### config.mk
export PLATFORM = sky130hd
export DESIGN_NAME = mem_port_arbiter_flat
export DESIGN_NICKNAME = d
export VERILOG_FILES = /design/src/rtl/mem_port_arbiter_if.sv /design/src/rtl/mem_port_arbiter.sv /design/src/flat_wrapper.sv
export SDC_FILE = /design/constraint.sdc
export NUM_CORES = 1
export LEC_CHECK = 0
export CAP_MARGIN = 20
export CORE_AREA = 2 2 106 108
export DETAILED_ROUTE_END_ITERATION = 7
export DIE_AREA = 0 0 108 110
export DONT_BUFFER_PORTS = 1
export PLACE_DENSITY_LB_ADDON = 0.3
export SETUP_SLACK_MARGIN = 0.2
export SLEW_MARGIN = 20
export SYNTH_ARGS = -nofsm -noshare
export SYNTH_HDL_FRONTEND = slang
export SYNTH_SLANG_ARGS = --single-unit
### constraint.sdc
create_clock -name i_clk -period 2.52 [get_ports i_clk]
set_clock_uncertainty 0.05 [all_clocks]
set_input_delay 0.252 -clock i_clk [delete_from_list [all_inputs] [get_ports i_clk]]
set_output_delay 0.252 -clock i_clk [all_outputs]
set_load 0.005 [all_outputs]
### src/rtl/mem_port_arbiter_if.sv
// Bus bundle between the fetch/LSU requesters, mem_port_arbiter and Memory.
//   f_*   : fetch port (valid/ready request, one-cycle rvalid response)
//   d_*   : load/store port (valid/ready request, one-cycle rvalid response)
//   mem_* : single-port byte-lane Memory drive and read-data return
// Modports: slave = arbiter view; master = requesters plus Memory view.
interface mem_port_arbiter_if;
  logic        f_valid;
  logic        f_ready;
  logic [31:0] f_addr;
  logic        f_rvalid;
  logic [31:0] f_rdata;
  logic        f_err;
  logic        d_valid;
  logic        d_ready;
  logic [31:0] d_addr;
  logic [31:0] d_wr_data;
  logic [1:0]  d_wr_mask;
  logic [2:0]  d_rd_mask;
  logic        d_rvalid;
  logic [31:0] d_rdata;
  logic        d_err;
  logic [31:0] mem_address;
  logic [31:0] mem_wr_data;
  logic [1:0]  mem_wr_mask;
  logic [2:0]  mem_rd_mask;
  logic [31:0] mem_rd_data;

  modport slave (
    input  f_valid, f_addr, d_valid, d_addr, d_wr_data, d_wr_mask, d_rd_mask, mem_rd_data,
    output f_ready, f_rvalid, f_rdata, f_err, d_ready, d_rvalid, d_rdata, d_err,
           mem_address, mem_wr_data, mem_wr_mask, mem_rd_mask
  );
  modport master (
    output f_valid, f_addr, d_valid, d_addr, d_wr_data, d_wr_mask, d_rd_mask, mem_rd_data,
    input  f_ready, f_rvalid, f_rdata, f_err, d_ready, d_rvalid, d_rdata, d_err,
           mem_address, mem_wr_data, mem_wr_mask, mem_rd_mask
  );
endinterface

### src/rtl/mem_port_arbiter.sv
// mem_port_arbiter: shares one single-port Memory between fetch (F) and load/store (D).
// D wins by default; F wins once it has been denied STARVE_LIMIT cycles in a row.
// Misaligned/illegal requests are accepted but never reach Memory; they get an
// err response. Every accept gets exactly one rvalid pulse on the next cycle.
// Ports:
//   i_clk   : clock, all state on posedge
//   i_reset : asynchronous reset, active low
//   bus     : mem_port_arbiter_if.slave (F/D request+response, Memory drive/return)
module mem_port_arbiter #(
  parameter int STARVE_LIMIT = 4,
  parameter int CNT_W        = 4
) (
  input  logic               i_clk,
  input  logic               i_reset,
  mem_port_arbiter_if.slave  bus
);
  localparam logic [1:0] WR_N = 2'd0, WR_H = 2'd2, WR_W = 2'd3;
  localparam logic [2:0] RD_W = 3'd0, RD_HZ = 3'd1, RD_HE = 3'd3, RD_XX = 3'd5;

  // Response tag: who owns next cycle's pulse and whether it returns Memory data.
  typedef struct packed {
    logic vld;
    logic own_f;
    logic load;
    logic err;
  } tag_t;

  logic [CNT_W-1:0] r_starve;
  tag_t             r_tag;
  tag_t             w_tag_nxt;
  logic             w_f_pri, w_gnt_d, w_gnt_f;
  logic             w_d_store, w_d_load, w_d_illegal, w_d_word, w_d_half, w_d_err;
  logic             w_f_err;

  assign w_f_pri = (r_starve == CNT_W'(STARVE_LIMIT));
  // Grants already include valid, so a grant is an accept.
  assign w_gnt_d = i_reset && bus.d_valid && !(w_f_pri && bus.f_valid);
  assign w_gnt_f = i_reset && bus.f_valid && !w_gnt_d;
  assign bus.d_ready = w_gnt_d;
  assign bus.f_ready = w_gnt_f;

  assign w_f_err = (bus.f_addr[1:0] != 2'b00);

  always_comb begin
    w_d_store   = (bus.d_wr_mask != WR_N);
    w_d_load    = !w_d_store && (bus.d_rd_mask != RD_XX);
    w_d_illegal = (bus.d_rd_mask > RD_XX) || (w_d_store && bus.d_rd_mask != RD_XX);
    w_d_word    = (bus.d_wr_mask == WR_W) || (!w_d_store && bus.d_rd_mask == RD_W);
    w_d_half    = (bus.d_wr_mask == WR_H) ||
                  (!w_d_store && (bus.d_rd_mask == RD_HZ || bus.d_rd_mask == RD_HE));
    w_d_err     = w_d_illegal || (w_d_word && bus.d_addr[1:0] != 2'b00) ||
                  (w_d_half && bus.d_addr[0]);
  end

  // Memory sees only legal granted requests; everything else idles (never a write).
  always_comb begin
    bus.mem_address = '0;
    bus.mem_wr_data = '0;
    bus.mem_wr_mask = WR_N;
    bus.mem_rd_mask = RD_XX;
    if (w_gnt_d && !w_d_err) begin
      bus.mem_address = bus.d_addr;
      bus.mem_wr_data = bus.d_wr_data;
      bus.mem_wr_mask = bus.d_wr_mask;
      bus.mem_rd_mask = bus.d_rd_mask;
    end else if (w_gnt_f && !w_f_err) begin
      bus.mem_address = bus.f_addr;
      bus.mem_rd_mask = RD_W;
    end
  end

  always_comb begin
    w_tag_nxt       = '0;
    w_tag_nxt.vld   = w_gnt_d || w_gnt_f;
    w_tag_nxt.own_f = w_gnt_f;
    w_tag_nxt.err   = w_gnt_f ? w_f_err : (w_gnt_d && w_d_err);
    w_tag_nxt.load  = w_gnt_f ? !w_f_err : (w_gnt_d && !w_d_err && w_d_load);
  end

  always_ff @(posedge i_clk or negedge i_reset) begin
    if (!i_reset) begin
      r_tag    <= '0;
      r_starve <= '0;
    end else begin
      r_tag <= w_tag_nxt;
      if (!bus.f_valid || w_gnt_f) r_starve <= '0;
      else if (!w_f_pri)           r_starve <= r_starve + 1'b1;
    end
  end

  // Memory has already lane-selected/extended the data; just steer it to the owner.
  assign bus.f_rvalid = r_tag.vld && r_tag.own_f;
  assign bus.d_rvalid = r_tag.vld && !r_tag.own_f;
  assign bus.f_err    = bus.f_rvalid && r_tag.err;
  assign bus.d_err    = bus.d_rvalid && r_tag.err;
  assign bus.f_rdata  = (bus.f_rvalid && r_tag.load) ? bus.mem_rd_data : '0;
  assign bus.d_rdata  = (bus.d_rvalid && r_tag.load) ? bus.mem_rd_data : '0;
endmodule

### src/flat_wrapper.sv
// flat-port wrapper written by rule: the top's interface ports become plain ports
module mem_port_arbiter_flat 
#(
  parameter int STARVE_LIMIT = 4,
  parameter int CNT_W        = 4
)
  (i_clk, i_reset, bus_f_valid, bus_f_addr, bus_d_valid, bus_d_addr, bus_d_wr_data, bus_d_wr_mask, bus_d_rd_mask, bus_mem_rd_data, bus_f_ready, bus_f_rvalid, bus_f_rdata, bus_f_err, bus_d_ready, bus_d_rvalid, bus_d_rdata, bus_d_err, bus_mem_address, bus_mem_wr_data, bus_mem_wr_mask, bus_mem_rd_mask);
  mem_port_arbiter_if bus_i ();
  input  logic i_clk;
  input  logic i_reset;
  input wire logic [$bits(bus_i.f_valid)-1:0] bus_f_valid;
  input wire logic [$bits(bus_i.f_addr)-1:0] bus_f_addr;
  input wire logic [$bits(bus_i.d_valid)-1:0] bus_d_valid;
  input wire logic [$bits(bus_i.d_addr)-1:0] bus_d_addr;
  input wire logic [$bits(bus_i.d_wr_data)-1:0] bus_d_wr_data;
  input wire logic [$bits(bus_i.d_wr_mask)-1:0] bus_d_wr_mask;
  input wire logic [$bits(bus_i.d_rd_mask)-1:0] bus_d_rd_mask;
  input wire logic [$bits(bus_i.mem_rd_data)-1:0] bus_mem_rd_data;
  output wire logic [$bits(bus_i.f_ready)-1:0] bus_f_ready;
  output wire logic [$bits(bus_i.f_rvalid)-1:0] bus_f_rvalid;
  output wire logic [$bits(bus_i.f_rdata)-1:0] bus_f_rdata;
  output wire logic [$bits(bus_i.f_err)-1:0] bus_f_err;
  output wire logic [$bits(bus_i.d_ready)-1:0] bus_d_ready;
  output wire logic [$bits(bus_i.d_rvalid)-1:0] bus_d_rvalid;
  output wire logic [$bits(bus_i.d_rdata)-1:0] bus_d_rdata;
  output wire logic [$bits(bus_i.d_err)-1:0] bus_d_err;
  output wire logic [$bits(bus_i.mem_address)-1:0] bus_mem_address;
  output wire logic [$bits(bus_i.mem_wr_data)-1:0] bus_mem_wr_data;
  output wire logic [$bits(bus_i.mem_wr_mask)-1:0] bus_mem_wr_mask;
  output wire logic [$bits(bus_i.mem_rd_mask)-1:0] bus_mem_rd_mask;
  assign bus_i.f_valid = bus_f_valid;
  assign bus_i.f_addr = bus_f_addr;
  assign bus_i.d_valid = bus_d_valid;
  assign bus_i.d_addr = bus_d_addr;
  assign bus_i.d_wr_data = bus_d_wr_data;
  assign bus_i.d_wr_mask = bus_d_wr_mask;
  assign bus_i.d_rd_mask = bus_d_rd_mask;
  assign bus_i.mem_rd_data = bus_mem_rd_data;
  assign bus_f_ready = bus_i.f_ready;
  assign bus_f_rvalid = bus_i.f_rvalid;
  assign bus_f_rdata = bus_i.f_rdata;
  assign bus_f_err = bus_i.f_err;
  assign bus_d_ready = bus_i.d_ready;
  assign bus_d_rvalid = bus_i.d_rvalid;
  assign bus_d_rdata = bus_i.d_rdata;
  assign bus_d_err = bus_i.d_err;
  assign bus_mem_address = bus_i.mem_address;
  assign bus_mem_wr_data = bus_i.mem_wr_data;
  assign bus_mem_wr_mask = bus_i.mem_wr_mask;
  assign bus_mem_rd_mask = bus_i.mem_rd_mask;
  mem_port_arbiter #(.STARVE_LIMIT(STARVE_LIMIT), .CNT_W(CNT_W)) u_core (.i_clk(i_clk), .i_reset(i_reset), .bus(bus_i));
endmodule
==> results of run 1 <==
## report_power, final
part	switching (µW)	leakage [µW]	internal, µW
logic	66.0	0.000779	61.0
registers	5.71	0.000106	136
clock network	49.3	0.0000216	103
## synthesized netlist by cell type
cell type  number  area share [%]
a211oi_1        1            0.49
nand2_1         2            0.49
clkbuf_1       12             2.9
buf_6           3             2.2
a31o_1          1            0.57
nand3b_1        3             1.5
inv_1           7             1.7
a21oi_2         1            0.57
buf_2           4             1.3
or2_2           1            0.41
o21ai_4         1             1.1
a21boi_0        1            0.49
nand2b_1        1            0.41
and2_1         71              29
nand3_1         1            0.32
a22o_1         30              17
mux2i_1         1            0.65
and3_1         35              14
o21a_1          1            0.49
o21ai_0         2            0.65
a21oi_1         3            0.97
a211oi_4        1             1.3
ha_1            2             1.6
a311oi_1        1            0.57
o211ai_2        1            0.81
dfrtp_1         8              13
nor3b_2         1            0.81
nor2b_1         2            0.81
xnor2_1         1            0.57
a22oi_1         1            0.49
a2bb2oi_1       1            0.57
nor2_1          4            0.97
o2111ai_1       1            0.57
or4_4           1            0.73
## worst max-delay path, delay by kind of cell, from the launching register on
kind / cells / cell delay [ns]
compound gates: 3 / 0.59
flops: 1 / 0.39
buf+inv: 3 / 0.39
simple gates: 1 / 0.23
fa+ha+maj: 1 / 0.18
## per-layer routing
layer  share of wire (%)  up-vias  track usage, %
met3                 8.9        6            1.82
met5                   0        -               0
met2                  57      164            18.1
li1                    -      736               -
met4                0.84        0            2.11
met1                  33      794            9.78
## stage by stage
step | hold slack, ns | instance area [µm²] | utilization (%)
after floorplan | -0.0936 | 1540 | -
after global placement | -0.0933 | 1680 | 15.7
after detailed placement | -0.0933 | 1680 | 15.7
after CTS | 0.0859 | 1730 | 16.2
after global routing | 0.0707 | 1930 | 18.1
final | 0.0789 | 1930 | 18.1
## sequential cells by signal, indices dropped and copies added, names as in the netlist
register         cells
u_core.r_starve      4
u_core.r_tag         4
## layout make-up
| type | instances | share of cell area [%] |
|---|---|---|
| Clock buffer | 3 | 2.14 |
| Tap cell | 140 | 9.07 |
| Multi-Input combinational cell | 173 | 64.9 |
| Timing Repair Buffer | 18 | 12.0 |
| Antenna cell | 1 | 0.130 |
| Sequential cell | 8 | 10.4 |
| Inverter | 7 | 1.36 |
## worst min-delay path by stage
stage                         end         from  cells past startpoint
2_1_floorplan  u_core.r_starve[0]      i_reset                      0
3_3_place_gp   u_core.r_starve[1]      i_reset                      0
3_5_place_dp   u_core.r_starve[0]      i_reset                      0
4_1_cts           u_core.r_tag[2]  bus_d_valid                      1
5_1_grt           u_core.r_tag[2]  bus_d_valid                      1
6_report          u_core.r_tag[2]  bus_d_valid                      1
## timing repair
action                                 4_1_cts  5_1_grt
endpoints found under the hold margin        8        0
hold buffers                                 1        0
buffers inserted                             0        6
resized for setup                            0       13
setup endpoints to repair                    0       69
## cells by family after synthesis
logic type / share of synthesized area [%]
and+or+nand+nor: 49.4
xor gates and xnor gates: 0.568
DFF: 13.0
buffers and inverters: 8.12
adders and majority gates: 1.62
AOI/OAI and AO/OA: 26.6
muxes: 0.649
==> reports/summary.txt, run 1 <==
YS warnings -> 0
DRT Wirelength -> 7620 µm
Required @ worst endpoint -> 2.22 ns
First-pass GRT wire length -> 7980 µm
IR drop worst, VDD -> 0.102 mV
Outcome -> finished, final reports clean
Worst slew margin -> 53.4%
Worst path arrival time -> 2.03 ns
WL/cell -> 21.8 µm
Placer Congestion -> 0.917
RSZ-0062 raised after global routing -> yes
Site Rows -> 38
Chip Width -> 108 µm
Commonest non-fill, non-tap cell in the layout -> and2_1
Vias in the first global route -> 1,368
Critical path, cell by cell -> inv_2 -> ha_2 -> nand3b_1 -> o211ai_4 -> a211oi_4 -> buf_6 -> buf_12 -> a22o_1
# setup viols final -> 0
Synth unique cells -> 34
Num ports -> 276
Worst slack, placed -> 0.461 ns
Sink Count -> 8
Htree depth -> 1
CORE AREA -> 10,700 µm²
Reg2Reg Launch Point -> u_core.r_starve[0]
CP Capture Type -> output pin
Fmax -> 429 MHz
Filler Cell Count -> 1,210
Total track usage -> 9.10%
First-pass detailed-route iteration total -> 4
Sequential area share after synthesis -> 13.0%
DRC errors left -> 0
Setup ws final -> 0.189 ns
Reg-to-Reg End -> u_core.r_tag[1]
Commonest non-fill, non-tap cells in the layout -> and2_1 (66), and3_1 (35), a22o_1 (30)
Layout cells sized above 1 -> 16.3%
Final std cells w/o fill -> 350
Total Neg Setup Slack -> 0 ns
Antenna violation net count after detailed routing -> 0
Vias -> 1,700
Leak -> 0.000906 µW
Largest net degree at the start of global routing -> 71
Netlist Area Pre-Place -> 1540 µm²
Worst reg-to-reg path cell count -> 8
Final hold vios -> 0
Clock tree buffer depth -> 2
Total chip power -> 421 µW
PortBufs -> 0
Avg Inst Size Synth -> 7.45 µm²
Min Tclk post-route -> 2.33 ns
CP Class -> flip-flop to output pin
Startpoint types -> flip-flop
Crit path launch -> u_core.r_starve[0]
Worst Path Max Fanout -> 18
Area growth syn-to-layout -> 25.3%
Syn nets -> 346
Maxcap violations -> 0
Worst-margin pin slew -> 0.698 ns
CTS tree -> yes
Drt initial violations -> 57
Die ar. -> 11,900 µm²
Multi-input combinational cell area -> 1250 µm²
Via density -> 4.86
Critical Path Sink -> bus_mem_address[5]
CTS buffer count -> 3
Total gr overflow -> 0
Reg area -> 200 µm²
Post-DP HPWL -> 6050 µm
Power Dens Cells -> 218 nW/µm²
Worst skew pair latency -> 0.23 ns
Mapped Cells -> 207
Fin. max-slew vios -> 0
Nets -> 350
Root buffer selected by CTS -> clkbuf_8
Hold Path Class -> primary input to flip-flop
Height of the die -> 110 µm
Clock transition at path regs -> 0.04 ns
#FFs+latches synth -> 8
Slowest stage delay, CP -> 0.39 ns
Cell count after placement -> 332
Register-to-register setup slack -> 0.56 ns
Period utilization -> 92.5%
CP max-delay cell -> dfrtp_1
Initial antenna violation count -> 1
Initial Util -> 14.4%
Power figures use the tool's default switching activity.
==> run 2, diff against run 1 <==
- SETUP_SLACK_MARGIN: 0.2 -> 0.05
==> run 2 against run 1 <==
Via count decreased by 4.6%. Setup slack better by 0.026 ns. Wire length shrank 9.6%. Final area is 9.0% lower. Die area stayed put. Non-clock buffer count down 12. Combinational power fell by 20%. Final cell count shrank 3.4%. Worst hold slack improved by 0.012 ns. Core utilization fell by 1.6 points. Largest power group unchanged. Count of clock-buffer cells in the layout unchanged.
==> reports/summary.txt, run 2 (same netlist as run 1, synthesis figures left out) <==
Largest regs -> u_core.r_starve x4, u_core.r_tag x4
Layout cells sized above 1 -> 7.61% (-8.7 points)
Worst-margin pin slew -> 0.697 ns (-0.00147 ns)
Num ports -> 276 (unchanged)
Worst skew pair latency -> 0.23 ns (about the same)
Leak -> 0.000823 µW (-9.2%)
Placer Congestion -> 0.917 (unchanged)
Power Dens Cells -> 225 nW/µm² (+3.2%)
P_sw -> 112 µW (-7.5%)
# setup viols final -> 0 (unchanged)
Height of the die -> 110 µm (unchanged)
Reg2Reg Launch Point -> u_core.r_starve[0]
Initial Util -> 14.4% (unchanged)
DRC errors left -> 0 (unchanged)
Root buffer selected by CTS -> clkbuf_8
Initial antenna violation count -> 1 (unchanged)
Worst path arrival time -> 2.00 ns (-0.03 ns)
CP Class -> flip-flop to output pin
Min Tclk post-route -> 2.30 ns (-0.0259 ns)
Worst reg-to-reg path cell count -> 7 (-1)
Fmax -> 434 MHz (+1.1%)
CTS tree -> yes
Htree depth -> 1 (unchanged)
Fin area -> 1760 µm² (-9.0%)
Commonest non-fill, non-tap cells in the layout -> and2_1 (71), and3_1 (35), a22o_1 (30)
Final std cells w/o fill -> 338 (-3.4%)
WL/cell -> 20.4 µm (-6.4%)
Post-DP HPWL -> 6050 µm (unchanged)
Drt initial violations -> 50 (-12%)
Crit path launch -> u_core.r_starve[0]
Sw Ratio -> 28.3% (-0.40 points)
First-pass GRT wire length -> 7980 µm (unchanged)
Vias -> 1,621 (-4.6%)
First-pass detailed-route iteration total -> 4 (unchanged)
Comb pwr share -> 25.9% (-4.2 points)
Chip Width -> 108 µm (unchanged)
Commonest non-fill, non-tap cell in the layout -> and2_1
Cell Area, Placed -> 1680 µm² (unchanged)
CP Capture Type -> output pin
Area growth syn-to-layout -> 14.0%
RSZ-0062 raised after global routing -> no
Int Power -> 283 µW (-5.6%)
Maxcap violations -> 0 (unchanged)
Final hold vios -> 0 (unchanged)
Site Rows -> 38 (unchanged)
Total chip power -> 395 µW (-6.1%)
Hold Path Class -> primary input to flip-flop
PortBufs -> 0 (unchanged)
Nets -> 338 (-3.4%)
Clock transition at path regs -> 0.04 ns (about the same)
Vias in the first global route -> 1,368 (unchanged)
Flop pwr share -> 35.8% (+2.2 points)
Startpoint types -> flip-flop
Cell count after placement -> 332 (unchanged)
Die ar. -> 11,900 µm² (unchanged)
DRT Wirelength -> 6890 µm (-9.6%)
Worst Path Max Fanout -> 33 (+15)
CORE AREA -> 10,700 µm² (unchanged)
Fin. max-slew vios -> 0 (unchanged)
Total Neg Setup Slack -> 0 ns (unchanged)
Outcome -> finished, final reports clean
Total gr overflow -> 0 (unchanged)
Sink Count -> 8 (unchanged)
Via density -> 4.80 (-1.3%)
Clock power frac -> 38.4% (+2.2 points)
Clock tree buffer depth -> 2 (unchanged)
Largest net degree at the start of global routing -> 71 (unchanged)
Reg-to-Reg End -> u_core.r_tag[1]
Total track usage -> 9.10% (unchanged)
CTS buffer count -> 3 (unchanged)
Post-CTS setup buffers -> 0 (unchanged)
Final core occ -> 16.4% (-1.6 points)
Critical Path Sink -> bus_mem_address[20]
Period utilization -> 91.5% (-1.0 points)
IR drop worst, VDD -> 0.102 mV (-0.72%)
Worst slew margin -> 53.5% (+0.098 points)
Required @ worst endpoint -> 2.22 ns (about the same)
Register-to-register setup slack -> 0.64 ns (+0.08 ns)
Antenna violation net count after detailed routing -> 0 (unchanged)
==> run 2: cell types whose count changed in the layout (fill, tap and decap cells not counted), sizes merged <==
cell,previous run,this run
buf,15,4
clkbuf,5,4
==> run 2: power groups by stage <==
stage          Sequential [µW]  Combinational, µW  Clock, µW
3_3_place_gp               143               95.0          0
3_5_place_dp               143               96.1          0
6_report                   141                102        152
4_1_cts                    141                100        157
2_1_floorplan              141               81.8          0
5_1_grt                    143                115        165
==> run 2: cell type report <==
cell class                      instances  area, µm²
Inverter                                7       26.3
Multi-Input combinational cell        173       1220
Antenna cell                            1       2.50
Fill cell                            1221       8940
Clock buffer                            3       41.3
Tap cell                              140        175
Timing Repair Buffer                    6       90.1
Sequential cell                         8        200
==> run 2: through the flow <==
stage / hold slack [ns] / worst slack [ns]
floorplan: -0.0936 / 0.549
global placement: -0.0933 / 0.472
detailed placement: -0.0933 / 0.461
CTS: 0.0859 / 0.200
global route: 0.0858 / 0.0810
finish: 0.0905 / 0.215
==> run 2: worst min path at each step <==
stage,from,to,slack (ns),depth (start not counted)
detailed placement,i_reset,u_core.r_starve[0],-0.09,0
finish,bus_d_valid,u_core.r_tag[2],0.09,1
global placement,i_reset,u_core.r_starve[1],-0.09,0
CTS,bus_d_valid,u_core.r_tag[2],0.09,1
floorplan,i_reset,u_core.r_starve[0],-0.09,0
global route,bus_d_valid,u_core.r_tag[2],0.09,1
==> run 2: per-layer routing <==
metal / vias up / track usage, % / wire length (µm)
li1: 708 / - / -
met1: 739 / 9.78 / 2420
met2: 170 / 18.1 / 3720
met3: 4 / 1.82 / 687
met4: 0 / 2.11 / 58
met5: - / 0 / 0
==> run 2: worst max-delay path, stage by stage (launching register included) <==
cell and delay, ns:
dfrtp_1 0.39, inv_1 0.10, ha_1 0.17, nand3b_1 0.16, a21oi_2 0.28, nor3b_4 0.26
buf_12 0.21, a22o_1 0.18
==> run 2: timing repair <==
action / 4_1_cts / 5_1_grt
setup endpoints to repair: 0 / 20
hold endpoints to repair: 8 / 0
hold buffers: 1 / 0
resized for setup: 0 / 0
==> run 3, diff against run 2 <==
- CORE_AREA: 2 2 106 108 -> 5 5 103 105
==> run 3 against run 2 <==
Clock power is essentially flat. Final area is 7.6% higher. Final cell count increased by 0.89%. Combinational power grew 21%. Fmax decreased by 4.2%. Global-route usage is 0.37 points lower. Count of clock-buffer cells in the layout unchanged. Die area unchanged.
==> reports/summary.txt, run 3 (same netlist as run 1, synthesis figures left out) <==
IR drop worst, VDD -> 0.130 mV (+28%)
Via density -> 4.94 (+3.0%)
Worst skew pair latency -> 0.23 ns (about the same)
Layout cells sized above 1 -> 13.5% (+5.9 points)
Worst slew margin -> 49.5% (-4.0 points)
# setup viols final -> 0 (unchanged)
DRC errors left -> 0 (unchanged)
Hold Path Class -> primary input to flip-flop
Total gr overflow -> 0 (unchanged)
CORE AREA -> 9550 µm² (-11%)
Antenna violation net count after detailed routing -> 0 (unchanged)
Largest net degree at the start of global routing -> 71 (unchanged)
PortBufs -> 0 (unchanged)
RSZ-0062 raised after global routing -> yes
Nets -> 348 (+3.0%)
Largest regs -> u_core.r_starve x4, u_core.r_tag x4
Vias -> 1,685 (+3.9%)
Vias in the first global route -> 1,554 (+14%)
Worst slack, placed -> 0.399 ns (-0.0614 ns)
Chip Width -> 108 µm (unchanged)
Placer Congestion -> 0.748 (-18%)
Startpoint types -> flip-flop
Leak -> 0.000891 µW (+8.3%)
Final hold vios -> 0 (unchanged)
Worst-margin pin slew -> 0.757 ns (+0.0599 ns)
Drt initial violations -> 81 (+62%)
Site Rows -> 36 (-5.3%)
Initial antenna violation count -> 1 (unchanged)
Clock transition at path regs -> 0.04 ns (about the same)
Num ports -> 276 (unchanged)
CTS tree -> yes
Commonest non-fill, non-tap cells in the layout -> and2_1 (71), and3_1 (35), a22o_1 (30)
Root buffer selected by CTS -> clkbuf_8
Clock tree buffer depth -> 2 (unchanged)
Outcome -> finished, final reports clean
Total track usage -> 8.74% (-0.37 points)
Die ar. -> 11,900 µm² (unchanged)
Min Tclk post-route -> 2.41 ns (+0.102 ns)
DRT Wirelength -> 7230 µm (+4.9%)
Commonest non-fill, non-tap cell in the layout -> and2_1
Initial Util -> 16.1% (+1.7 points)
CP Class -> flip-flop to output pin
Setup ws final -> 0.114 ns (-0.102 ns)
Post-DP HPWL -> 5790 µm (-4.2%)
CTS buffer count -> 3 (unchanged)
First-pass GRT wire length -> 8350 µm (+4.6%)
Worst Path Max Fanout -> 17 (-48%)
Period utilization -> 95.5% (+4.0 points)
Total Neg Setup Slack -> 0 ns (unchanged)
Htree depth -> 1 (unchanged)
Fin. max-slew vios -> 0 (unchanged)
CP Capture Type -> output pin
Sink Count -> 8 (unchanged)
Maxcap violations -> 0 (unchanged)
Power Dens Cells -> 219 nW/µm² (-2.4%)
Height of the die -> 110 µm (unchanged)
Fmax -> 416 MHz (-4.2%)
Worst path arrival time -> 2.10 ns (+0.10 ns)
First-pass detailed-route iteration total -> 4 (unchanged)
Required @ worst endpoint -> 2.22 ns (about the same)
WL/cell -> 21.2 µm (+4.0%)
Area growth syn-to-layout -> 22.7%
run 3: metal layers:
layer  vias to the layer above  wire length [µm]  GRT usage (%)
li1                        731                 -              -
met1                       789              2570           9.84
met2                       165              3830           17.0
met3                         0               830           2.56
met4                         0                 0          0.541
met5                         -                 0              0
run 3: path summary, 6_finish.rpt:
kind / slack (ns) / end / from / cells past startpoint
worst max-delay path: 0.11 / bus_mem_address[6] / u_core.r_starve[0] / 8
worst max register to register: 0.50 / u_core.r_tag[1] / u_core.r_starve[0] / 8
min in group asynchronous: 0.32 / u_core.r_tag[1] / i_reset / 1
max in group asynchronous: 1.83 / u_core.r_starve[3] / i_reset / 1
worst min-delay path: 0.08 / u_core.r_tag[2] / bus_d_valid / 1
worst min register to register: 0.48 / u_core.r_starve[2] / u_core.r_starve[2] / 1
run 3: power breakdown:
part / internal (µW) / switching, µW / total (µW)
sequential: 136 / 5.11 / 141
combinational: 56.6 / 66.2 / 123
clock: 103 / 48.1 / 151
run 3: timing repair:
action / 4_1_cts / 5_1_grt
hold buffers: 1 / 0
buffers inserted: 0 / 6
gates resized for setup: 0 / 5
hold endpoints to repair: 8 / 0
endpoints found under the setup margin: 0 / 37
run 3: final cells by class:
cell class / instances / area, µm²
sequential: 8 / 200
tap: 133 / 166
fill: 1059 / 7660
antenna: 1 / 2.50
inverter: 7 / 26.3
timing repair buffer: 16 / 211
clock buffer: 3 / 41.3
multi-input combinational: 173 / 1240
run 3: critical path: stages (launching register included):
cell	delay, ns
dfrtp_1	0.40
inv_2	0.08
ha_2	0.17
nand3b_1	0.24
o211ai_4	0.32
a211oi_4	0.08
buf_4	0.16
clkbuf_16	0.16
a22o_1	0.26
run 3: stage by stage:
stage | utilization (%) | instance area [µm²] | std cells | hold WS [ns] | power, µW
global route | 19.8 | 1890 | 341 | 0.0798 | 444
global placement | 17.5 | 1670 | 325 | -0.0932 | 241
detailed placement | 17.5 | 1670 | 325 | -0.0932 | 242
floorplan | - | 1540 | 207 | -0.0936 | 223
finish | 19.8 | 1890 | 341 | 0.0837 | 415
CTS | 18.1 | 1720 | 329 | 0.0921 | 402
